--- src/rtl/kpad_pkg.sv ---
// Shared types and helpers for the 4x4 keypad scanner.
package kpad_pkg;

    typedef enum logic [1:0] {
        Scan     = 2'd0,
        Debounce = 2'd1,
        Held     = 2'd2,
        Release  = 2'd3
    } kpad_state_e;

    localparam logic [3:0] COL_FIRST = 4'b0001;

    function automatic logic is_onehot(input logic [3:0] v);
        return (v != 4'd0) && ((v & (v - 4'd1)) == 4'd0);
    endfunction

endpackage

--- src/rtl/kpad_sync.sv ---
// Two-flop synchronizer for asynchronous level inputs; resets to zero.
module kpad_sync #(
    parameter int unsigned Width = 4
) (
    input  logic             clk_i,
    input  logic             rst_ni,
    input  logic [Width-1:0] d_i,
    output logic [Width-1:0] q_o
);

    logic [Width-1:0] meta_q;
    logic [Width-1:0] sync_q;

    always_ff @(posedge clk_i or negedge rst_ni) begin
        if (!rst_ni) begin
            meta_q <= '0;
            sync_q <= '0;
        end else begin
            meta_q <= d_i;
            sync_q <= meta_q;
        end
    end

    assign q_o = sync_q;

endmodule

--- src/rtl/kpad_scanner.sv ---
// 4x4 keypad scanner: column drive, row debounce and one strobe per accepted press.
module kpad_scanner
    import kpad_pkg::*;
#(
    parameter int unsigned SCAN_CYCLES     = 1000,
    parameter int unsigned DEBOUNCE_CYCLES = 50000
) (
    input  logic       clk,
    input  logic       reset,
    input  logic [3:0] row_in,
    output logic [3:0] col_drive,
    output logic [3:0] row,
    output logic [3:0] col,
    output logic       enable
);

    localparam int unsigned CntMax = (SCAN_CYCLES > DEBOUNCE_CYCLES) ? SCAN_CYCLES
                                                                     : DEBOUNCE_CYCLES;
    localparam int unsigned CntW   = $clog2(CntMax);
    localparam logic [CntW-1:0] ScanLast = CntW'(SCAN_CYCLES - 1);
    localparam logic [CntW-1:0] DebLast  = CntW'(DEBOUNCE_CYCLES - 1);

    logic [3:0] row_s;

    kpad_sync #(
        .Width (4)
    ) u_sync (
        .clk_i  (clk),
        .rst_ni (reset),
        .d_i    (row_in),
        .q_o    (row_s)
    );

    kpad_state_e     state_q, state_d;
    logic [CntW-1:0] cnt_q, cnt_d;
    logic [3:0]      col_drive_q, col_drive_d;
    logic [3:0]      row_q, row_d;
    logic [3:0]      col_q, col_d;
    logic            enable_q, enable_d;

    logic [3:0] col_next;
    logic       row_hit;

    assign col_next = {col_drive_q[2:0], col_drive_q[3]};
    // Only the latched row bit matters once held; other same-column keys are masked.
    assign row_hit  = |(row_s & row_q);

    always_comb begin
        state_d     = state_q;
        cnt_d       = cnt_q;
        col_drive_d = col_drive_q;
        row_d       = row_q;
        col_d       = col_q;
        enable_d    = 1'b0;

        case (state_q)
            Scan: begin
                if (cnt_q == ScanLast) begin
                    cnt_d = '0;
                    if (is_onehot(row_s)) begin
                        row_d   = row_s;
                        col_d   = col_drive_q;
                        state_d = Debounce;
                    end else begin
                        col_drive_d = col_next;
                    end
                end else begin
                    cnt_d = cnt_q + CntW'(1);
                end
            end
            Debounce: begin
                if (row_s != row_q) begin
                    state_d     = Scan;
                    cnt_d       = '0;
                    col_drive_d = col_next;
                end else if (cnt_q == DebLast) begin
                    state_d  = Held;
                    cnt_d    = '0;
                    enable_d = 1'b1;
                end else begin
                    cnt_d = cnt_q + CntW'(1);
                end
            end
            Held: begin
                if (!row_hit) begin
                    state_d = Release;
                    cnt_d   = '0;
                end
            end
            Release: begin
                if (row_hit) begin
                    state_d = Held;
                    cnt_d   = '0;
                end else if (cnt_q == DebLast) begin
                    state_d     = Scan;
                    cnt_d       = '0;
                    col_drive_d = col_next;
                end else begin
                    cnt_d = cnt_q + CntW'(1);
                end
            end
            default: begin
                state_d = Scan;
                cnt_d   = '0;
            end
        endcase
    end

    always_ff @(posedge clk or negedge reset) begin
        if (!reset) begin
            state_q     <= Scan;
            cnt_q       <= '0;
            col_drive_q <= COL_FIRST;
            row_q       <= 4'd0;
            col_q       <= 4'd0;
            enable_q    <= 1'b0;
        end else begin
            state_q     <= state_d;
            cnt_q       <= cnt_d;
            col_drive_q <= col_drive_d;
            row_q       <= row_d;
            col_q       <= col_d;
            enable_q    <= enable_d;
        end
    end

    assign col_drive = col_drive_q;
    assign row       = row_q;
    assign col       = col_q;
    assign enable    = enable_q;

endmodule

--- config.mk ---
export PLATFORM = sky130hd
export DESIGN_NAME = kpad_scanner
export DESIGN_NICKNAME = d
export VERILOG_FILES = /design/src/rtl/kpad_pkg.sv /design/src/rtl/kpad_sync.sv /design/src/rtl/kpad_scanner.sv
export SDC_FILE = /design/constraint.sdc
export NUM_CORES = 1
export LEC_CHECK = 0
export CORE_MARGIN = 8
export CORE_UTILIZATION = 50
export CTS_BUF_LIST = sky130_fd_sc_hd__clkbuf_4 sky130_fd_sc_hd__clkbuf_8
export DETAILED_ROUTE_END_ITERATION = 16
export PLACE_DENSITY = 0.78
export SYNTH_ARGS = -nofsm -noshare
export SYNTH_HDL_FRONTEND = slang
export SYNTH_SLANG_ARGS = --single-unit
--- constraint.sdc ---
create_clock -name clk -period 6.1 [get_ports clk]
set_input_delay 1.83 -clock clk [delete_from_list [all_inputs] [get_ports clk]]
set_output_delay 1.83 -clock clk [all_outputs]
set_load 0.01 [all_outputs]
* Word level (Yosys, flattened, before mapping)
Cells that the tools add are included.
Cells by class: eq/ne operators 15, add/subtract/negate cells 2, muxes and demuxes 23, bitwise gates (word level) 2, reductions and logical operators 9
Operators with widths (count):
- 16-bit two-way mux | 5
- 16-bit case mux with 4 select lines | 1
- 4-bit two-way mux | 5
- 16-bit by 1-bit adder with 16-bit output (second input constant) | 1
- 16-bit by 10-bit equality test with 1-bit output (second input constant) | 1
- 16-bit equality test (second input constant) | 1
- 2-bit two-way mux | 7
- 2-bit != test (second input constant) | 7
- 4-bit case mux with 3 select lines | 1
- 4-bit AND | 2
- 2-bit case mux with 4 select lines | 1
- 3-bit != test (second input constant) | 2
- 6-bit AND reduction | 1
- 5-bit AND reduction | 1
- 2-bit equality test (second input constant) | 2
- 4-bit zero test | 1
- 4-bit != test | 1
- 4-bit nonzero test | 1
- 4-bit OR reduction | 1
- 4-bit by 1-bit subtractor with 4-bit output (second input constant) | 1
- 1-bit two-way mux | 3
- 3-bit AND reduction | 1
- 3-bit nonzero test | 1
- 2-bit by 1-bit equality test with 1-bit output (second input constant) | 1
- 2 further kinds | 2
Storage, ports and cells: bits in registers 39, word-level logic and storage cells 59, output and inout bits 13

* Logic depth before layout (Yosys ltp)
word-level depth 7, mapped depth 7

* Hierarchy
Synthesis repeated with hierarchy kept, for this count alone.
Unflattened totals: cells, all modules 151, area total of the unflattened synthesis 1815.5 µm²
By module, submodules not included:
- kpad_scanner | cells an instance 143, sequential area each 777.0 µm², area each 1615.3 µm², instances 1
- kpad_sync | cells an instance 8, sequential area each 200.2 µm², area each 200.2 µm², instances 1

* Worst setup path before layout
Ideal clock, no wire load.
kind register -> output, from reg col_drive_q[0] (netlist: col_drive[0]), to out col_drive[0], arrival 539 ps, path buffers 0, stages on the path, launching flop included 1, slack 3731 ps, data required time 4270 ps, cell sequence dfstp_2
RTL lines:
- from (decl) | RTL line kpad_scanner.sv:36 | logic [3:0] col_drive_q, col_drive_d;
- from (signal assigned) | RTL line kpad_scanner.sv:120 | col_drive_q <= col_drive_d;
- to (decl) | RTL line kpad_scanner.sv:11 | output logic [3:0] col_drive,
No word-level cell between the ends.

* Worst setup path in the final report
from reg col_drive_q[0] (netlist: col_drive[0]), to out col_drive[0]
No word-level cell between the ends.

==> flow_summary.toml <==
[cts]
cts_sinks = 39
cts_tree = "built"
cts_inserted_buffers = 5
clock_latency_ps = 290
postCtsResizedCells = 0
cts.htree.levels = 2
hold_buffers = 0
cts_root_buf = "clkbuf_8"
clk_pin_slew_ps = 80
clockBufferDepth = 2
cts_setup_buffers = 0

[power]
power_mw = 0.443
leakage_nw = 0.931
vdd_drop_max_mv = 0.153
powerDensity_mw_per_mm2 = 205

[detailed_routing]
drtPass1Iterations = 4
wirelength_um = 3470
num_vias = 1343
viasPerCell = 5.69
drt_iter0_markers = 58
ant_nets = 0
wl_per_cell_um = 14.7
drc = 0

[placed_design]
gp_congestion = 0.831
numPortBuffers = 18
place_ws_ps = 3210
dp_hpwl_um = 2570

[sta]
setup_tns_ps = 0
rsz0062_at_grt = "no"
finalClockSkew_ps = 6.34
hold_viol_final = 0
finalSetupViolations = 0
slew_viol_final = 0
finalCritPeriodShare_pct = 52.5
timing.fmax_ghz = 0.312
slew_headroom_pct = 35.8
worst_pin_slew_ps = 962
finalCriticalPeriod_ps = 3200
setup_ws_ps = 2900

[worst_setup_path]
cp_slowest_cell = "dfstp_2"
criticalPathCategory = "reg -> out"
endpoint_kind = "output port"
worstPathArrival_ps = 1370
crit_required_ps = 4270
worst_path_largest_cell_delay_ps = 550
cp_cell_sequence = "clkdlybuf4s50_1"
path_delay_family = "flip-flops"
cp_num_buf_inv = 1
worst_setup_path_start_kind = "flip-flop"
crit_fanout = 4

[hold_path]
worst_hold_path_type = "reg -> reg"

[global_routing]
overflow = 0
grt_max_degree = 40
grt_pass1_wl_um = 6160
antenna_found_initial = 0
track_usage_pct = 12.7
grt_pass1_vias = 1367

[final_layout]
syn2layout_area_growth_pct = 17.1
layout-drive-gt1-share_pct = 11.7
fillers = 296
final_core_util_pct = 60.0
multi_input_area_sq_um = 832
n_antenna_cell = 0
nets = 198
regArea_sq_um = 977

[logic_synthesis]
synth-seq-cells = 39
avgSynthCellArea_sq_um = 11.1
ys_seq_area_share_pct = 52.9
yosysMostFrequentCell = "dfrtp_1"
synth_warnings = 0
synthFlopType = "dfrtp_1"
ys_types = 42
syn_area_sq_mm = 0.00185
yosys.area.top_type = "dfrtp_1"
synth-edff-count = 0
synth_top_area_share_pct = 51.5
synth.area.top_cells = "dfrtp_1 51%, mux2_2 4.9%, nor2_1 3.7%, ha_1 3.4%, xnor2_1 3.3%"
synth_common_cells = "38 x dfrtp_1, 18 x nor2_1, 9 x nand2_1"
synthCells = 166
async_reset_ff_share_pct = 100
syn_nets = 177

[die]
num_rows = 22
die-area_sq_mm = 0.00590
die_x_um = 76.8
core_sq_mm = 0.00361
initial_core_util_pct = 51.2
io_pins = 19
die_y_um = 76.8

[run_status]
status = "finished, final reports clean"

[job]
cap_viol_max_count = 0
cells by family after synthesis:
group	Yosys count	synth area share [%]
AND/OR/NAND/NOR	64	20.2
flip-flops	39	52.9
AO/OA/AOI/OAI	27	9.82
multiplexers	12	7.31
buffers and inverters	10	2.10
XOR/XNOR	9	4.27
adder cells (fa/ha/maj)	5	3.39
through the flow:
step | hold slack, ps | instances | area [sq um]
2_1_floorplan | 331 | 166 | 1850
3_3_place_gp | 335 | 228 | 2080
3_5_place_dp | 335 | 228 | 2080
4_1_cts | 352 | 236 | 2160
5_1_grt | 360 | 236 | 2160
6_report | 351 | 236 | 2160
layout by cell type, fill, tap and decap left out, drive strengths merged, types with 4 or more instances in the layout:
| cell type | n |
|---|---|
| dfrtp | 38 |
| nor2 | 18 |
| clkdlybuf4s50 | 18 |
| mux2 | 12 |
| nand2 | 9 |
| xnor2 | 7 |
| a21oi | 6 |
| nand3 | 6 |
| o21ai | 6 |
| nor4 | 6 |
| inv | 5 |
| ha | 5 |
| clkbuf | 5 |
| a22o | 4 |
| nor3 | 4 |
flip-flops by register name, summed over array words and instances (netlist names):
| register | flops |
|---|---|
| cnt_q | 16 |
| col | 4 |
| col_drive | 4 |
| enable | 1 |
| row | 4 |
| state_q | 2 |
| u_sync.meta_q | 4 |
| u_sync.q_o | 4 |
power by group:
group	switching (mW)	internal (mW)
registers	0.00234	0.261
logic	0.00723	0.00488
clock network	0.0884	0.0794
total	0.0980	0.345
path summary, 6_finish.rpt:
kind / startpoint / to / slack (ps) / cells after the start
max in group asynchronous: reset / col_drive[0]$_DFFE_PN1P_ / 3800 / 2
min in group asynchronous: reset / u_sync.meta_q[2]$_DFF_PN0_ / 1950 / 2
worst max register to register: u_sync.q_o[1]$_DFF_PN0_ / cnt_q[5]$_DFFE_PN0N_ / 3170 / 6
worst min-delay path: u_sync.meta_q[1]$_DFF_PN0_ / u_sync.q_o[1]$_DFF_PN0_ / 350 / 0
worst min register to register: u_sync.meta_q[1]$_DFF_PN0_ / u_sync.q_o[1]$_DFF_PN0_ / 350 / 0
worst max-delay path: col_drive[0]$_DFFE_PN1P_ / col_drive[0] / 2900 / 1
area by class of cell:
class,instances,area share [%]
Clock buffer,5,3.18
Clock inverter,3,0.925
Inverter,5,0.867
Multi-Input combinational cell,117,38.4
Sequential cell,39,45.1
Tap cell,48,2.77
Timing Repair Buffer,19,8.67
layer usage:
| metal | part of all wire [%] | global-route usage [%] |
|---|---|---|
| met4 | 1.4 | 4.81 |
| met5 | 0 | 0 |
| met1 | 43 | 14.1 |
| met2 | 50 | 21.4 |
| met3 | 5.5 | 4.78 |
Power figures use the tool's default switching activity.
